<file path="config.mk">
export PLATFORM = sky130hd
export DESIGN_NAME = m_wishbone_regbank
export DESIGN_NICKNAME = d
export VERILOG_FILES = /design/src/rtl/m_wishbone_regbank.sv
export SDC_FILE = /design/constraint.sdc
export NUM_CORES = 1
export LEC_CHECK = 0
export CAP_MARGIN = 10
export CELL_PAD_IN_SITES_DETAIL_PLACEMENT = 1
export CELL_PAD_IN_SITES_GLOBAL_PLACEMENT = 1
export CORE_MARGIN = 8
export CORE_UTILIZATION = 40
export CTS_CLUSTER_DIAMETER = 50
export DETAILED_ROUTE_END_ITERATION = 8
export PLACE_DENSITY = 0.95
export SLEW_MARGIN = 15
export SYNTH_ARGS = -nofsm -noshare
export SYNTH_HDL_FRONTEND = slang
export SYNTH_SLANG_ARGS = --single-unit
</file>
<file path="constraint.sdc">
create_clock -name CLK_I -period 2.45 [get_ports CLK_I]
set_input_delay 0.245 -clock CLK_I [delete_from_list [all_inputs] [get_ports CLK_I]]
set_output_delay 0.245 -clock CLK_I [all_outputs]
set_load 0.01 [all_outputs]
</file>
<file path="src/rtl/m_wishbone_regbank.sv">
// Wishbone register bank: NREGS registers of DW bits with byte-lane writes,
// independent programmable read/write latencies and a flat export of all registers.
// Optional macro M_WBREGBANK_ERR_EN adds ERR_O, which terminates out-of-range accesses
// in place of ACK_O.
module m_wishbone_regbank #(
    parameter int unsigned NREGS        = 4,
    parameter int unsigned DW           = 32,
    parameter logic [31:0] INITVAL      = 32'hdeadbabe,
    parameter int unsigned WRITELATENCY = 0,
    parameter int unsigned READLATENCY  = 0,
    parameter logic [7:0]  FILLER       = 8'hd0,
    localparam int unsigned AW          = (NREGS > 1) ? $clog2(NREGS) : 1,
    localparam int unsigned NB          = DW / 8
) (
    input  logic                CLK_I,
    input  logic                RST_N_I,
    input  logic [AW-1:0]       ADR_I,
    input  logic [DW-1:0]       DAT_I,
    input  logic                STB_I,
    input  logic                WE_I,
    input  logic [NB-1:0]       SEL_I,
    output logic [DW-1:0]       DAT_O,
    output logic                ACK_O,
`ifdef M_WBREGBANK_ERR_EN
    output logic                ERR_O,
`endif
    output logic [NREGS*DW-1:0] REGS_O
);

    typedef enum logic [1:0] {
        StIdle,
        StWait,
        StAck
    } state_e;

    state_e        state_q, state_d;
    logic [3:0]    cnt_q, cnt_d;
    logic [DW-1:0] regs_q [NREGS];

    logic [3:0]    wr_lat;
    logic [3:0]    rd_lat;
    logic [3:0]    lat;
    logic          comb_term;
    logic          term;
    logic          in_range;
    logic          ack_int;
    logic          wr_en;
    logic [DW-1:0] rd_data;
    logic [DW-1:0] filler_word;

    assign wr_lat      = 4'(WRITELATENCY);
    assign rd_lat      = 4'(READLATENCY);
    assign filler_word = {NB{FILLER}};

    // Only meaningful for non-power-of-two NREGS; otherwise every index is valid.
    assign in_range = (32'(ADR_I) < NREGS);

    // State and latency counter; reset aborts any transfer in flight.
    always_ff @(posedge CLK_I or negedge RST_N_I) begin
        if (!RST_N_I) begin
            state_q <= StIdle;
            cnt_q   <= 4'd0;
        end else begin
            state_q <= state_d;
            cnt_q   <= cnt_d;
        end
    end

    // Next-state logic; a zero latency for the current direction terminates
    // combinationally from IDLE without leaving it.
    always_comb begin
        state_d   = state_q;
        cnt_d     = cnt_q;
        comb_term = 1'b0;
        lat       = WE_I ? wr_lat : rd_lat;
        unique case (state_q)
            StIdle: begin
                if (STB_I) begin
                    if (lat == 4'd0) begin
                        comb_term = 1'b1;
                    end else begin
                        cnt_d = lat - 4'd1;
                        if (lat == 4'd1) begin
                            state_d = StAck;
                        end else begin
                            state_d = StWait;
                        end
                    end
                end
            end
            StWait: begin
                if (!STB_I) begin
                    // Master gave up: drop the transfer silently.
                    state_d = StIdle;
                    cnt_d   = 4'd0;
                end else if (cnt_q == 4'd1) begin
                    state_d = StAck;
                    cnt_d   = 4'd0;
                end else begin
                    cnt_d = cnt_q - 4'd1;
                end
            end
            StAck: begin
                state_d = StIdle;
            end
            default: begin
                state_d = StIdle;
                cnt_d   = 4'd0;
            end
        endcase
    end

    assign term = comb_term | (state_q == StAck);

`ifdef M_WBREGBANK_ERR_EN
    assign ack_int = term & in_range;
    assign ERR_O   = term & ~in_range;
`else
    assign ack_int = term;
`endif

    assign ACK_O = ack_int;
    assign wr_en = term & WE_I & in_range;

    // Read mux; an index past the last register matches nothing and reads as zero.
    always_comb begin
        rd_data = '0;
        for (int i = 0; i < int'(NREGS); i++) begin
            if (ADR_I == AW'(i)) begin
                rd_data = regs_q[i];
            end
        end
    end

    assign DAT_O = ack_int ? rd_data : filler_word;

    // Register storage with per-byte write enables, committed on the terminating edge.
    always_ff @(posedge CLK_I or negedge RST_N_I) begin
        if (!RST_N_I) begin
            for (int i = 0; i < int'(NREGS); i++) begin
                regs_q[i] <= DW'(INITVAL);
            end
        end else if (wr_en) begin
            for (int i = 0; i < int'(NREGS); i++) begin
                if (ADR_I == AW'(i)) begin
                    for (int b = 0; b < int'(NB); b++) begin
                        if (SEL_I[b]) begin
                            regs_q[i][8*b +: 8] <= DAT_I[8*b +: 8];
                        end
                    end
                end
            end
        end
    end

    for (genvar gi = 0; gi < int'(NREGS); gi++) begin : g_regs_out
        assign REGS_O[gi*DW +: DW] = regs_q[gi];
    end

endmodule

</file>
# Word-level counts from Yosys, hierarchy flattened
# Cells that the tools add are included.
[word_totals]
output_inout_bits = 161
ff_bits = 134
elab_cells = 62
in_bits = 42
[classes]
n_addsub = 1
bitwise = 3
eq_ne = 7
reduce_logical = 20
mux = 13
[op_table]
columns = ["cell", "n"]
rows = [
  ["$mux W32", 5],
  ["$reduce_and A3 Y1", 16],
  ["$mux W4", 2],
  ["$pmux W4 S2", 1],
  ["$eq A2 B2 Y1 const B", 3],
  ["$eq A2 B1 Y1 const B", 2],
  ["$eq A4 B1 Y1 const B", 1],
  ["$logic_not A2 Y1", 2],
  ["$mux W2", 2],
  ["$pmux W2 S2", 1],
  ["$sub A4 B1 Y4 const B", 1],
  ["$ne A3 B3 Y1 const B", 1],
  ["$mux W1", 2],
  ["$reduce_and A2 Y1", 1],
  ["$reduce_or A2 Y1", 1],
  ["$and A1 B1 Y1", 1],
  ["$not A1 Y1", 1],
  ["$or A1 B1 Y1", 1],
]

# Depth between registers and ports, before layout
[depth]
depth_word = 6
ltp_mapped = 5

# Worst setup path after synthesis
# No wires, ideal clock.
[synth_timing]
path_kind = "input -> output"
from = "input port ADR_I[0]"
to = "output port DAT_O[0]"
path_buffers = 2
arrival_time_ns = 1.324
required_ns = 2.205
setup_slack_ns = 0.881
stages = 4
cell_sequence = "buf_2 -> buf_4 -> mux4_2 -> and2_1"
[synth_via]
elab_chain_len = 6
word_cells_on_any_way = 9
classes_between = "eq/ne: 3; mux: 5; reduce/logical: 1"
[synth_lines]
columns = ["element", "line", "source"]
rows = [
  ["from (decl)", "17", "input logic [AW-1:0] ADR_I,"],
  ["$logic_not A2 Y1", "129", "if (ADR_I == AW'(i)) begin"],
  ["$mux W32 (3 in series)", "129", ""],
  ["$mux W32 (*)", "129", ""],
  ["$mux W32 (*)", "135", "assign DAT_O = ack_int ? rd_data : filler_word;"],
  ["to (decl)", "22", "output logic [DW-1:0] DAT_O,"],
]
# Mark *: on every way between the ends. The rest lies on a longest branch, timed or not.

# Final worst setup path
[layout_timing]
from = "register regs_q (netlist bit REGS_O[116])"
to = "output port DAT_O[20]"
[layout_via]
elab_chain_len = 2
[layout_lines]
columns = ["element", "line", "source"]
rows = [
  ["from (decl)", "38", "logic [DW-1:0] regs_q [NREGS];"],
  ["from (signal, indexed assignment)", "141", "regs_q[i] <= DW'(INITVAL);"],
  ["from (signal, indexed assignment)", "148", "regs_q[i][8*b +: 8] <= DAT_I[8*b +: 8];"],
  ["$mux W32", "129", ""],
  ["$mux W32", "135", ""],
]
# Every way passes these cells.

==> reports/qor.txt <==
Status: finished, final reports clean
Buffers on Ports: 202
Clock latency on the worst-skew pair: 0.41 ns
Pre-CTS setup slack: 0.291 ns
Leakage power: 0.00349 µW
Area contributors post-synth: dfstp_2 (39%), mux2_2 (23%), dfrtp_1 (17%)
Wire length per cell: 24.7 µm
Final WL: 18900 µm
Synthesized Nets: 398
Pre-antenna DRT Iters: 4
Net Switching: 2290 µW
Post-DRT Antenna Nets: 0
CTS tree: built
Period Utilization, post-route: 89.9%
Post-cts resize count: 0
Clock Power Share: 30.5%
Worst-case clock skew: 0 ns
Starting Density: 40.9%
Layout area overhead: 48.4%
Vias per inst: 5.32
Max reg flops: 128
Synth warn: 0
Crit path capture type: primary output
Final WS setup: 0.248 ns
Die area: 19000 µm²
Congestion Overflow GR: 0
Final worst path period need: 2.20 ns
Fmax: 454 MHz
Seq/Total Area, Yosys: 55.9%
GRT Resource Usage Total: 20.7%
Fin. Hold Viols: 0
Flop pwr share: 39.0%
Post-synth cell types: 16
Chip Width: 138 µm
Via count: 4078
Required time of the critical path: 2.20 ns
Setup_tns: 0 ns
Int Power: 6190 µW
Row Count: 44
Rel. slew slack: 69.3%
DR iter-0 viols: 183
Residual DRC: 0
Core Footprint: 14500 µm²
Critical path startpoint category: flop
Final Setup Violations: 0
Number of global-route vias before repair: 4805
Most frequent cell after synthesis: mux2_2
Top_reg_cell synth: dfstp_2
Peak VDD IR: 0.000556 V
Worst hold-check path type: in2async
Sw frac: 27.0%
Layout Nets: 611
GP Congestion: 0.735
Power per standard cell area: 965 nW/µm²
CTS Root Cell: clkbuf_16
Clock sink total: 128
Slowest CP cell: clkdlybuf4s50_1
Ports: 203
Clock transition at path regs: 0.06 ns
Max_cap viols: 0
Combinational power share: 30.5%
CTS max path bufs: 2
Height of the die: 138 µm
Dpl hpwl: 13800 µm
Max-slew violations: 0
Fin util: 60.7%
R2R depth: 1
Slew @ Worst Pin: 0.460 ns
CP peak stage delay: 0.49 ns
Avg Cell Area, Syn: 16.6 µm²
Mapped cell area: 5920 µm²
Largest net degree at the start of global routing: 71
Crit path kind: reg2out
Layout cells sized above 1: 50.7%
RSZ-0062 raised after global routing: no
H-tree depth: 4
Inserted Clock Buffers: 17
Synth top area share: 39.0%
Cell type with the highest aggregate area in the netlist: dfstp_2
First-pass GRT wire length: 29300 µm
Async set-or-reset flop fraction in the synthesized netlist: 100%
Commonest cells post-synth: mux2_2 (120), dfstp_2 (88), dfrtp_1 (40), mux4_2 (32), and2_1 (20)
CP max FO: 3
Synthesized netlist cell count: 356
Initial antenna violation count: 1
Cells along the critical path: mux4_2 -> nand2b_1 -> clkdlybuf4s50_1
Post-synth EDFFs: 0
Arrival time worst endpoint: 1.96 ns
Yosys reg bits: 128
==> power by group through the flow <==
stage	sequential, µW	clock [µW]	combinational, µW
2_1_floorplan	3440	0	838
4_1_cts	3300	2650	2640
6_report	3300	2590	2590
3_5_place_dp	3320	0	2620
3_3_place_gp	3250	0	2530
5_1_grt	3380	2730	2750
==> worst max-delay path, delay by kind of cell (launching register included) <==
| family | cells | cell delay (ns) |
|---|---|---|
| AND/OR/NAND/NOR | 1 | 0.18 |
| flip-flops | 1 | 0.40 |
| multiplexers | 1 | 0.47 |
| buffers and inverters | 1 | 0.49 |
==> per-layer routing <==
metal	routed length (µm)	up-vias	track usage, %
met5	0	-	0
met4	401	0	7.72
met3	1660	26	7.15
met2	9860	158	35.7
met1	7010	2144	23.2
li1	-	1750	-
==> kinds of logic after synthesis <==
family | after synthesis | share of synthesized area [%]
flip-flops | 128 | 55.9
multiplexers | 160 | 36.5
buffers and inverters | 16 | 1.44
AND/OR/NAND/NOR | 52 | 6.11
==> placed cells by master, fill, tap and decap left out, types with 2 or more instances in the layout <==
cell type,instances
clkinvlp_4,3
buf_12,3
buf_2,2
buf_4,5
clkinv_2,2
clkbuf_16,17
mux4_2,32
bufinv_16,3
clkbuf_1,3
nand2_2,12
nand2b_1,12
and4b_1,2
mux2_1,8
dfrtp_1,40
nand2_4,4
and2_1,20
clkdlybuf4s50_1,199
mux2_2,120
clkbuf_8,3
dfstp_2,88
==> final cells by class <==
type	instances	area, µm²
Antenna cell	1	2.50
Fill cell	1344	5690
Multi-Input combinational cell	212	2520
Sequential cell	128	3310
Clock inverter	9	131
Timing Repair Buffer	210	2110
Clock buffer	23	478
Tap cell	184	230
==> path summary, 6_finish.rpt <==
check                            start  slack (ns)         end
setup / recovery           REGS_O[116]        0.25   DAT_O[20]
hold / removal                 RST_N_I        0.33  REGS_O[56]
setup reg to reg            REGS_O[40]        1.63  REGS_O[40]
hold reg to reg             REGS_O[61]        0.54  REGS_O[61]
max in group asynchronous      RST_N_I        1.35  REGS_O[91]
min in group CLK_I           DAT_I[30]        0.51  REGS_O[30]
==> through the flow <==
step                      cell area, µm²  cells  power, µW  hold WS [ns]
after CTS                           8790    766       8590         0.313
after detailed placement            8170    733       5940         0.226
after floorplan                     5920    356       4270       -0.0506
final                               8790    767       8480         0.330
after global placement              8170    733       5780         0.210
after global routing                8790    767       8860         0.352
==> repair_timing <==
action                    CTS  global route
hold buffers                1             0
setup buffers               0             0
hold endpoints to repair    8             0
No activity file was read; power rests on OpenSTA's default activity.
